$ cat config.mk
export PLATFORM = sky130hd
export DESIGN_NAME = cmt_trace_queue_flat
export DESIGN_NICKNAME = d
export VERILOG_FILES = /design/src/rtl/cmt_trace_queue_pkg.sv /design/src/rtl/cmt_trace_queue_if.sv /design/src/rtl/cmt_lane_pack.sv /design/src/rtl/cmt_trace_queue.sv /design/src/flat_wrapper.sv
export SDC_FILE = /design/constraint.sdc
export NUM_CORES = 2
export LEC_CHECK = 0
export BUFFER_PORTS_ARGS = -buffer_cell sky130_fd_sc_hd__buf_2
export CAP_MARGIN = 10
export CORE_MARGIN = 2
export CORE_UTILIZATION = 60
export DETAILED_ROUTE_END_ITERATION = 6
export PLACE_DENSITY_LB_ADDON = 0.25
export SYNTH_ARGS = -nofsm -noshare
export SYNTH_HDL_FRONTEND = slang
export SYNTH_SLANG_ARGS = --single-unit
$ cat constraint.sdc
create_clock -name clk -period 16.6 [get_ports clk]
set_input_delay 3.32 -clock clk [delete_from_list [all_inputs] [get_ports clk]]
set_output_delay 3.32 -clock clk [all_outputs]
set_load 0.03 [all_outputs]
$ cat src/rtl/cmt_trace_queue_pkg.sv
// Shared constants, FSM encoding and entry-layout helpers for the difftest commit queue.
// Entry layout (MSB..LSB): {trap, a0b, skip, wen, rd, wdata, inst, pc}.
package cmt_trace_queue_pkg;

  localparam logic [6:0]  TRAP_OPCODE = 7'h6b;
  localparam int unsigned RIDX_W      = 5;
  localparam int unsigned INST_W      = 32;
  localparam int unsigned CODE_W      = 8;

  typedef enum logic {
    ST_RUN,
    ST_TRAP
  } trap_state_e;

  function automatic int unsigned entry_w(input int unsigned xlen);
    return 1 + CODE_W + 1 + 1 + RIDX_W + xlen + INST_W + xlen;
  endfunction

  function automatic logic is_trap(input logic [INST_W-1:0] inst);
    return inst[6:0] == TRAP_OPCODE;
  endfunction

endpackage

$ cat src/rtl/cmt_trace_queue_if.sv
// Retire-side inputs and difftest commit/trap outputs of cmt_trace_queue.
interface cmt_trace_queue_if #(
  parameter int unsigned NIN   = 2,
  parameter int unsigned DEPTH = 8,
  parameter int unsigned XLEN  = 64
);
  localparam int unsigned OCC_W = $clog2(DEPTH) + 1;

  logic [NIN-1:0]      i_valid;
  logic [NIN*XLEN-1:0] i_pc;
  logic [NIN*32-1:0]   i_inst;
  logic [NIN-1:0]      i_rd_wen;
  logic [NIN*5-1:0]    i_rd;
  logic [NIN*XLEN-1:0] i_rd_wdata;
  logic [NIN-1:0]      i_skip;
  logic [XLEN-1:0]     i_a0;
  logic [31:0]         i_intrNo;

  logic                o_ready;
  logic                o_cmt_valid;
  logic [XLEN-1:0]     o_cmt_pc;
  logic [31:0]         o_cmt_inst;
  logic                o_cmt_skip;
  logic                o_cmt_wen;
  logic [7:0]          o_cmt_wdest;
  logic [XLEN-1:0]     o_cmt_wdata;
  logic [31:0]         o_intr_no;
  logic [XLEN-1:0]     o_intr_pc;
  logic                o_trap;
  logic [7:0]          o_trap_code;
  logic [XLEN-1:0]     o_trap_pc;
  logic [63:0]         o_cycle_cnt;
  logic [63:0]         o_instr_cnt;
  logic [OCC_W-1:0]    o_occupancy;
  logic                o_overflow;

  modport master (
    output i_valid, i_pc, i_inst, i_rd_wen, i_rd, i_rd_wdata, i_skip, i_a0, i_intrNo,
    input  o_ready, o_cmt_valid, o_cmt_pc, o_cmt_inst, o_cmt_skip, o_cmt_wen,
           o_cmt_wdest, o_cmt_wdata, o_intr_no, o_intr_pc, o_trap, o_trap_code,
           o_trap_pc, o_cycle_cnt, o_instr_cnt, o_occupancy, o_overflow
  );

  modport slave (
    input  i_valid, i_pc, i_inst, i_rd_wen, i_rd, i_rd_wdata, i_skip, i_a0, i_intrNo,
    output o_ready, o_cmt_valid, o_cmt_pc, o_cmt_inst, o_cmt_skip, o_cmt_wen,
           o_cmt_wdest, o_cmt_wdata, o_intr_no, o_intr_pc, o_trap, o_trap_code,
           o_trap_pc, o_cycle_cnt, o_instr_cnt, o_occupancy, o_overflow
  );

endinterface

$ cat src/rtl/cmt_lane_pack.sv
// Builds one queue entry per retire lane and compacts the valid ones into the
// low slots in ascending lane order, with the number of valid lanes.
module cmt_lane_pack
  import cmt_trace_queue_pkg::*;
#(
  parameter  int unsigned NIN  = 2,
  parameter  int unsigned XLEN = 64,
  localparam int unsigned EW   = entry_w(XLEN),
  localparam int unsigned CW   = $clog2(NIN) + 1
) (
  input  logic [NIN-1:0]        valid,
  input  logic [NIN*XLEN-1:0]   pc,
  input  logic [NIN*INST_W-1:0] inst,
  input  logic [NIN-1:0]        rd_wen,
  input  logic [NIN*RIDX_W-1:0] rd,
  input  logic [NIN*XLEN-1:0]   rd_wdata,
  input  logic [NIN-1:0]        skip,
  input  logic [CODE_W-1:0]     a0b,
  output logic [NIN*EW-1:0]     packed_entries,
  output logic [CW-1:0]         count
);

  logic [EW-1:0] lane_entry [NIN];

  for (genvar k = 0; k < NIN; k++) begin : g_lane
    logic [INST_W-1:0] lane_inst;
    logic              lane_trap;

    assign lane_inst     = inst[k*INST_W +: INST_W];
    assign lane_trap     = is_trap(lane_inst);
    assign lane_entry[k] = {lane_trap, (lane_trap ? a0b : '0), skip[k], rd_wen[k],
                            rd[k*RIDX_W +: RIDX_W], rd_wdata[k*XLEN +: XLEN],
                            lane_inst, pc[k*XLEN +: XLEN]};
  end

  // Slot index of a valid lane equals the number of valid lanes below it.
  always_comb begin
    int unsigned slot;
    packed_entries = '0;
    slot           = 0;
    for (int unsigned k = 0; k < NIN; k++) begin
      if (valid[k]) begin
        packed_entries[slot*EW +: EW] = lane_entry[k];
        slot = slot + 1;
      end
    end
    count = CW'(slot);
  end

endmodule

$ cat src/rtl/cmt_trace_queue.sv
// Multi-lane retire buffer feeding the single-lane difftest commit and trap ports;
// the first drained trap instruction freezes the queue and counters until reset.
module cmt_trace_queue
  import cmt_trace_queue_pkg::*;
#(
  parameter int unsigned NIN   = 2,
  parameter int unsigned DEPTH = 8,
  parameter int unsigned XLEN  = 64
) (
  input logic             clk,
  input logic             rst,
  cmt_trace_queue_if.slave bus
);

  localparam int unsigned AW = $clog2(DEPTH);
  localparam int unsigned OW = AW + 1;
  localparam int unsigned EW = entry_w(XLEN);
  localparam int unsigned CW = $clog2(NIN) + 1;

  logic [NIN*EW-1:0] packed_entries;
  logic [CW-1:0]     lane_cnt;

  logic [EW-1:0]     mem [DEPTH];
  logic [AW-1:0]     head, tail;
  logic [OW-1:0]     occ;
  logic [OW-1:0]     n_in;
  logic              ready, enq, deq, trap_hit;
  trap_state_e       state, state_nxt;

  logic              h_trap;
  logic [CODE_W-1:0] h_code;
  logic              h_skip, h_wen;
  logic [RIDX_W-1:0] h_rd;
  logic [XLEN-1:0]   h_wdata;
  logic [INST_W-1:0] h_inst;
  logic [XLEN-1:0]   h_pc;

  logic              unused_a0_hi;
  assign unused_a0_hi = ^bus.i_a0[XLEN-1:CODE_W];

  cmt_lane_pack #(
    .NIN  (NIN),
    .XLEN (XLEN)
  ) u_lane_pack (
    .valid          (bus.i_valid),
    .pc             (bus.i_pc),
    .inst           (bus.i_inst),
    .rd_wen         (bus.i_rd_wen),
    .rd             (bus.i_rd),
    .rd_wdata       (bus.i_rd_wdata),
    .skip           (bus.i_skip),
    .a0b            (bus.i_a0[CODE_W-1:0]),
    .packed_entries (packed_entries),
    .count          (lane_cnt)
  );

  assign {h_trap, h_code, h_skip, h_wen, h_rd, h_wdata, h_inst, h_pc} = mem[head];

  // Readiness looks only at the registered count, never at this cycle's drain.
  always_comb begin
    ready = (state == ST_RUN) && ((OW'(DEPTH) - occ) >= OW'(NIN));
    enq   = ready && (bus.i_intrNo == '0);
    n_in  = enq ? OW'(lane_cnt) : '0;
    deq   = (occ != '0) && (state == ST_RUN);
  end

  assign bus.o_ready     = ready;
  assign bus.o_occupancy = occ;
  assign bus.o_trap      = (state == ST_TRAP);

  always_ff @(posedge clk) begin
    if (!rst) state <= ST_RUN;
    else      state <= state_nxt;
  end

  always_comb begin
    state_nxt = state;
    trap_hit  = 1'b0;
    case (state)
      ST_RUN: begin
        if (deq && h_trap) begin
          state_nxt = ST_TRAP;
          trap_hit  = 1'b1;
        end
      end
      ST_TRAP: state_nxt = ST_TRAP;
      default: state_nxt = ST_RUN;
    endcase
  end

  always_ff @(posedge clk) begin
    for (int unsigned j = 0; j < NIN; j++) begin
      if (OW'(j) < n_in) mem[tail + AW'(j)] <= packed_entries[j*EW +: EW];
    end
  end

  always_ff @(posedge clk) begin
    if (!rst) begin
      head             <= '0;
      tail             <= '0;
      occ              <= '0;
      bus.o_cmt_valid  <= 1'b0;
      bus.o_cmt_pc     <= '0;
      bus.o_cmt_inst   <= '0;
      bus.o_cmt_skip   <= 1'b0;
      bus.o_cmt_wen    <= 1'b0;
      bus.o_cmt_wdest  <= '0;
      bus.o_cmt_wdata  <= '0;
      bus.o_intr_no    <= '0;
      bus.o_intr_pc    <= '0;
      bus.o_trap_code  <= '0;
      bus.o_trap_pc    <= '0;
      bus.o_cycle_cnt  <= '0;
      bus.o_instr_cnt  <= '0;
      bus.o_overflow   <= 1'b0;
    end else begin
      tail            <= tail + AW'(n_in);
      head            <= head + AW'(deq);
      occ             <= occ + n_in - OW'(deq);
      bus.o_cmt_valid <= deq;
      if (deq) begin
        bus.o_cmt_pc    <= h_pc;
        bus.o_cmt_inst  <= h_inst;
        bus.o_cmt_skip  <= h_skip;
        bus.o_cmt_wen   <= h_wen;
        bus.o_cmt_wdest <= {3'd0, h_rd};
        bus.o_cmt_wdata <= h_wdata;
        bus.o_instr_cnt <= bus.o_instr_cnt + 64'd1;
      end
      bus.o_intr_no <= bus.i_intrNo;
      bus.o_intr_pc <= (bus.i_intrNo != '0) ? bus.i_pc[XLEN-1:0] : '0;
      // An interrupt cycle discards lanes on purpose, so it never counts as overflow.
      if ((bus.i_valid != '0) && !ready && (bus.i_intrNo == '0)) bus.o_overflow <= 1'b1;
      if (trap_hit) begin
        bus.o_trap_code <= h_code;
        bus.o_trap_pc   <= h_pc;
      end
      if (state == ST_RUN) bus.o_cycle_cnt <= bus.o_cycle_cnt + 64'd1;
    end
  end

endmodule

$ cat src/flat_wrapper.sv
// flat-port wrapper written by rule: the top's interface ports become plain ports
module cmt_trace_queue_flat import cmt_trace_queue_pkg::*;
#(
  parameter int unsigned NIN   = 2,
  parameter int unsigned DEPTH = 8,
  parameter int unsigned XLEN  = 64
)
  (clk, rst, bus_i_valid, bus_i_pc, bus_i_inst, bus_i_rd_wen, bus_i_rd, bus_i_rd_wdata, bus_i_skip, bus_i_a0, bus_i_intrNo, bus_o_ready, bus_o_cmt_valid, bus_o_cmt_pc, bus_o_cmt_inst, bus_o_cmt_skip, bus_o_cmt_wen, bus_o_cmt_wdest, bus_o_cmt_wdata, bus_o_intr_no, bus_o_intr_pc, bus_o_trap, bus_o_trap_code, bus_o_trap_pc, bus_o_cycle_cnt, bus_o_instr_cnt, bus_o_occupancy, bus_o_overflow);
  cmt_trace_queue_if #(.NIN(NIN), .DEPTH(DEPTH), .XLEN(XLEN)) bus_i ();
  input logic clk;
  input logic rst;
  input wire logic [$bits(bus_i.i_valid)-1:0] bus_i_valid;
  input wire logic [$bits(bus_i.i_pc)-1:0] bus_i_pc;
  input wire logic [$bits(bus_i.i_inst)-1:0] bus_i_inst;
  input wire logic [$bits(bus_i.i_rd_wen)-1:0] bus_i_rd_wen;
  input wire logic [$bits(bus_i.i_rd)-1:0] bus_i_rd;
  input wire logic [$bits(bus_i.i_rd_wdata)-1:0] bus_i_rd_wdata;
  input wire logic [$bits(bus_i.i_skip)-1:0] bus_i_skip;
  input wire logic [$bits(bus_i.i_a0)-1:0] bus_i_a0;
  input wire logic [$bits(bus_i.i_intrNo)-1:0] bus_i_intrNo;
  output wire logic [$bits(bus_i.o_ready)-1:0] bus_o_ready;
  output wire logic [$bits(bus_i.o_cmt_valid)-1:0] bus_o_cmt_valid;
  output wire logic [$bits(bus_i.o_cmt_pc)-1:0] bus_o_cmt_pc;
  output wire logic [$bits(bus_i.o_cmt_inst)-1:0] bus_o_cmt_inst;
  output wire logic [$bits(bus_i.o_cmt_skip)-1:0] bus_o_cmt_skip;
  output wire logic [$bits(bus_i.o_cmt_wen)-1:0] bus_o_cmt_wen;
  output wire logic [$bits(bus_i.o_cmt_wdest)-1:0] bus_o_cmt_wdest;
  output wire logic [$bits(bus_i.o_cmt_wdata)-1:0] bus_o_cmt_wdata;
  output wire logic [$bits(bus_i.o_intr_no)-1:0] bus_o_intr_no;
  output wire logic [$bits(bus_i.o_intr_pc)-1:0] bus_o_intr_pc;
  output wire logic [$bits(bus_i.o_trap)-1:0] bus_o_trap;
  output wire logic [$bits(bus_i.o_trap_code)-1:0] bus_o_trap_code;
  output wire logic [$bits(bus_i.o_trap_pc)-1:0] bus_o_trap_pc;
  output wire logic [$bits(bus_i.o_cycle_cnt)-1:0] bus_o_cycle_cnt;
  output wire logic [$bits(bus_i.o_instr_cnt)-1:0] bus_o_instr_cnt;
  output wire logic [$bits(bus_i.o_occupancy)-1:0] bus_o_occupancy;
  output wire logic [$bits(bus_i.o_overflow)-1:0] bus_o_overflow;
  assign bus_i.i_valid = bus_i_valid;
  assign bus_i.i_pc = bus_i_pc;
  assign bus_i.i_inst = bus_i_inst;
  assign bus_i.i_rd_wen = bus_i_rd_wen;
  assign bus_i.i_rd = bus_i_rd;
  assign bus_i.i_rd_wdata = bus_i_rd_wdata;
  assign bus_i.i_skip = bus_i_skip;
  assign bus_i.i_a0 = bus_i_a0;
  assign bus_i.i_intrNo = bus_i_intrNo;
  assign bus_o_ready = bus_i.o_ready;
  assign bus_o_cmt_valid = bus_i.o_cmt_valid;
  assign bus_o_cmt_pc = bus_i.o_cmt_pc;
  assign bus_o_cmt_inst = bus_i.o_cmt_inst;
  assign bus_o_cmt_skip = bus_i.o_cmt_skip;
  assign bus_o_cmt_wen = bus_i.o_cmt_wen;
  assign bus_o_cmt_wdest = bus_i.o_cmt_wdest;
  assign bus_o_cmt_wdata = bus_i.o_cmt_wdata;
  assign bus_o_intr_no = bus_i.o_intr_no;
  assign bus_o_intr_pc = bus_i.o_intr_pc;
  assign bus_o_trap = bus_i.o_trap;
  assign bus_o_trap_code = bus_i.o_trap_code;
  assign bus_o_trap_pc = bus_i.o_trap_pc;
  assign bus_o_cycle_cnt = bus_i.o_cycle_cnt;
  assign bus_o_instr_cnt = bus_i.o_instr_cnt;
  assign bus_o_occupancy = bus_i.o_occupancy;
  assign bus_o_overflow = bus_i.o_overflow;
  cmt_trace_queue #(.NIN(NIN), .DEPTH(DEPTH), .XLEN(XLEN)) u_core (.clk(clk), .rst(rst), .bus(bus_i));
endmodule
### After elaboration in Yosys (flattened, before gate mapping)

Memory sizes are Yosys's and may differ from the RTL's. A register that Yosys moved wholly into a read port is not among the register bits.
Index checks and enable logic that the tools add are counted.

* eq/ne operators: 2
* reduce and logical (&&, ||, !) cells: 12
* mux-type cells: 16
* $lt $le $gt $ge: 3
* add/subtract/negate cells: 10
* multiply operators: 1
* shift-type cells: 2
* bitwise operators: 1

Operators by type and width (count)
* $bwmux W352: 1
* $mux W352: 1
* $shift A176 B34 Y352 const A: 1
* $shiftx A176 B34 Y352: 1
* $mux W176: 1
* $add A64 B1 Y64 const B: 2
* $neg A32 Y34: 1
* $logic_not A32 Y1: 1
* $mul A32 B4 Y28 const B: 1
* $reduce_bool A32 Y1: 1
* $mux W8: 2
* $eq A7 B7 Y1 const B: 2
* $lt A1 B4 Y1 const A: 2
* $mux W1: 7
* $logic_and A1 B1 Y1: 6
* $add A4 B4 Y4: 1
* $ge A4 B2 Y1 const B: 1
* $mux W2: 2
* $reduce_bool A4 Y1: 1
* $sub A4 B1 Y4: 1
* $sub A4 B4 Y4 const A: 1
* $add A3 B1 Y3: 1
* $add A3 B1 Y3 const B: 1
* $add A3 B3 Y3: 1
* 7 further kinds: 7

* memories: 1
* memory bits (writable): 1408
* output and inout bits: 474
* register bits after elaboration: 476
* logic and storage cells: 66

Memories
* u_core.mem: words 8, bits a word 176, read ports 1, clocked after Yosys merged registers in 1, wr ports 2, line cmt_trace_queue.sv:23 `logic [EW-1:0] mem [DEPTH];`

### Longest topological paths before layout

* depth in word-level cells: 8
* mapped depth: 15
* gate-level depth less buffers: 13

### Modules after synthesis

A second synthesis with hierarchy kept.

* cells, all modules: 5932
* area total of the unflattened synthesis: 90370.4 um^2

By module, submodules not included
* cmt_trace_queue: cells an instance 5485, area an instance 87347.5 um^2, times used 1
* cmt_lane_pack: cells an instance 447, area an instance 3022.9 um^2, times used 1

### Worst setup path after synthesis

Ideal clock, no wire load.

* kind: input-to-reg
* from: in bus_i_valid[1]
* to: mem u_core.mem[7][0] in the netlist's numbering (enable)
* path buffers: 4
* arrival: 13.493 ns
* setup time: 0.770 ns
* path slack: 2.337 ns
* stages on the path: 10
* path through: clkbuf_1 clkbuf_1 clkbuf_1 clkbuf_1 inv_1 ha_1 nor2_1 nor2b_1 nand3_1 a21oi_1

RTL lines
* from (decl): line flat_wrapper.sv:12 `input wire logic [$bits(bus_i.i_valid)-1:0] bus_i_valid;`
* to (decl): line cmt_trace_queue.sv:23

==> metrics <==
status=complete, no violations; post-synth cell types=50; final layout net count=8393; cell taking the most area after synthesis=edfxtp_1; Clock Skew=around 0.035 ns; CTS Hold Bufs=0; area of placed instances=0.09811 mm²; Worst Path Max Fanout=116; Max-Cap Viols=0; gr usage total=38.06%; gpl congestion=roughly 0.91; Post-CTS Setup Inserts=0; compound-gate portion of the synthesized area=21.17%; DIE WIDTH=397.6 µm; metal3 WL=43080 µm; Starting Density=60.40%; Worst Path Required=17.04 ns; PwrDens=roughly 130 mW/mm²; Total Routed Length=311100 µm; Clock Path Buffers=3; top post-synthesis cells by area=edfxtp_1 (45%), a2111oi_0 (13%), dfxtp_1 (10%), mux4_2 (8.5%), nor2_1 (4.1%); #FFs+latches synth=1884; synthesized area=approximately 0.093 mm²; worst hold path type=reg2reg; first-pass GRT wire length=454100 µm; Achievable Freq=0.1261 GHz; VDD IR max=0.1374 mV; largest net degree at the start of global routing=210; worst slew pin tran=1.365 ns; R2R Setup Slk=approximately 11 ns; grt total ovfl=0; M1 wire length=104900 µm; design area=between 0.1 and 0.15 mm²; number of global-route vias before repair=74320; die area=roughly 0.16 mm²; Critical Path Source Type=input pin; CTS tree=yes; Setup TNS=0 ns; DR vias=77320; IO Port Bufs=848; fill count=10830; Post-synth EDFFs=1408; Yosys warning count=0; Slew Viols, Final=0; DR iter-0 viols=~11000; DRT Pass-1 Iters=7; vias per cell=7.579; Routed Antenna Nets=0; average instance area after synthesis=between 10 and 15 µm²; worst skew pair latency=0.84 ns; # clock sinks=approximately 1900; DR WL met2=142200 µm; Area Overhead vs Synth=12.62%; P_leak=32.73 nW; Yosys top cell area share=between 40% and 50%; Synth Instances=7518; multiplexer area fraction after synthesis=10.44%; Post-Synth XOR/XNOR Area=0.7069%; DP Wirelength=about 180000 µm; CTS Buf Count=193; Setup Crit Path Kind=in2reg; CP arrival=8.37 ns; clock root cell=clkbuf_16; floorplan core area=0.1539 mm²; Residual DRC=0; IO Pins=908; WL/cell=approximately 30 µm; initial antenna violation count=83; Adder-Cell Fraction of Synth Area=0.2585%; largest family of logic cells by synthesized area=compound AO/OA/AOI/OAI gates; fin crit share=47.76%; H-tree Lvls=4; endpoints failing setup=0; post-CTS sizing=0; Worst-path clk slew=0.06 ns; simple-gate portion of the synthesized area=under 10%; Rows=144; Chip Height=397.6 µm; Top Metal Used=met5; Final min period=7.928 ns; layout cells sized above 1=20.23%; sequential-to-total area share from yosys stat=55.75%; ys async rst share=0%; RSZ-0062 raised after global routing=false; Synth Flop Type=edfxtp_1; Worst setup EP type=register; relative slew slack=8.205%; Final Hold Fails=0
[report_power, final]
group          switching, mW  internal (mW)
Clock                   1.88           2.53
Sequential             0.231           5.34
Combinational           2.23           1.24
Total                   4.34           9.11
[synth_stat cells, types with 36 or more instances]
cell and count:
edfxtp_1 1408, a2111oi_0 1336, nor2_1 1011, clkbuf_1 647
a21oi_1 563, dfxtp_1 476, mux4_2 352, a311oi_1 332
a211oi_1 241, mux2i_1 177, nand2b_1 170, and3_1 135
nand2_1 84, buf_1 82, and2_1 57, nand4_1 56
or3_1 47, o21ai_0 44, nand3_1 41, xor2_1 39
xnor2_1 36
[cell type report]
type                    instances  area [µm²]  share of cell area [%]
diodes                         47       117.6                  0.1124
clock buffers                 283        5644                   5.393
clock inverters                82       783.3                  0.7484
inverters                      29       123.9                  0.1184
multi-input cells            4869       38350                   36.65
flip-flops and latches       1884       51820                   49.51
well taps                    2044        2557                   2.444
repair buffers                964        5260                   5.026
[per-layer routing]
metal / GRT usage [%] / vias to the layer above
li1: - / 32650
met1: 47.43 / 37020
met2: 58.72 / 6236
met3: 10.15 / 1353
met4: 25.15 / 54
met5: 0 / -
[placed cells by master, fill, tap and decap left out, drive strengths merged, types with 56 or more instances in the layout]
cell        n
mux4      352
and2       57
a2111oi  1336
nor2     1011
dfxtp     476
a21oi     563
a311oi    332
clkinv     61
mux2i     177
a211oi    241
clkbuf    284
nand2b    170
buf       963
and3      135
edfxtp   1408
nand4      56
nand2      84
[critical path: stages]
cell and delay, ns:
buf_8 0.44, buf_4 0.80, ha_1 0.51, nor2b_4 0.25, buf_12 0.74, nand2_1 0.26
a21oi_4 0.24, buf_4 0.75, buf_4 0.90
[state kept, by name, indices dropped and copies added (netlist names), 8 cells and up]
name / cells
u_core.mem: 1408
u_core.bus.o_cmt_wdata: 64
u_core.bus.o_cmt_pc: 64
u_core.bus.o_cycle_cnt: 64
u_core.bus.o_instr_cnt: 64
u_core.bus.o_trap_code: 8
u_core.bus.o_cmt_inst: 32
u_core.bus.o_trap_pc: 64
u_core.bus.o_intr_pc: 64
u_core.bus.o_intr_no: 32
[through the flow]
step | instances | power [mW] | util (%) | setup slack [ns] | hold slack [ns]
2_1_floorplan | 7520 | 8.021 | - | 2.337 | 0.5396
3_5_place_dp | 9789 | 9.088 | 63.76 | 8.014 | 0.4522
5_1_grt | 10190 | 13.88 | 67.99 | 8.668 | 0.4945
4_1_cts | 10150 | 13.42 | 67.94 | 8.891 | 0.4681
6_report | 10200 | 13.46 | 68.02 | 8.672 | 0.4691
3_3_place_gp | 9789 | 9.008 | 63.76 | 8.127 | 0.4469
[kinds of logic (layout without fill, tap and decap cells)]
logic type / after synthesis / count (layout)
fa+ha+maj: 18 / 18
flops: 1884 / 1884
buf+inv: 767 / 1358
xor+xnor: 75 / 75
compound gates: 2544 / 2544
other cells: 1 / 50
simple gates: 1700 / 1700
mux: 529 / 529
[final timing paths]
kind | from | end | cells after the start
setup / recovery | bus_i_valid[0] | u_core.mem[5][165] | 9
hold / removal | u_core.bus.o_overflow | u_core.bus.o_overflow | 1
setup reg to reg | u_core.tail[0] | u_core.mem[3][112] | 8
hold reg to reg | u_core.bus.o_overflow | u_core.bus.o_overflow | 1
No activity file was read; power rests on OpenSTA's default activity.
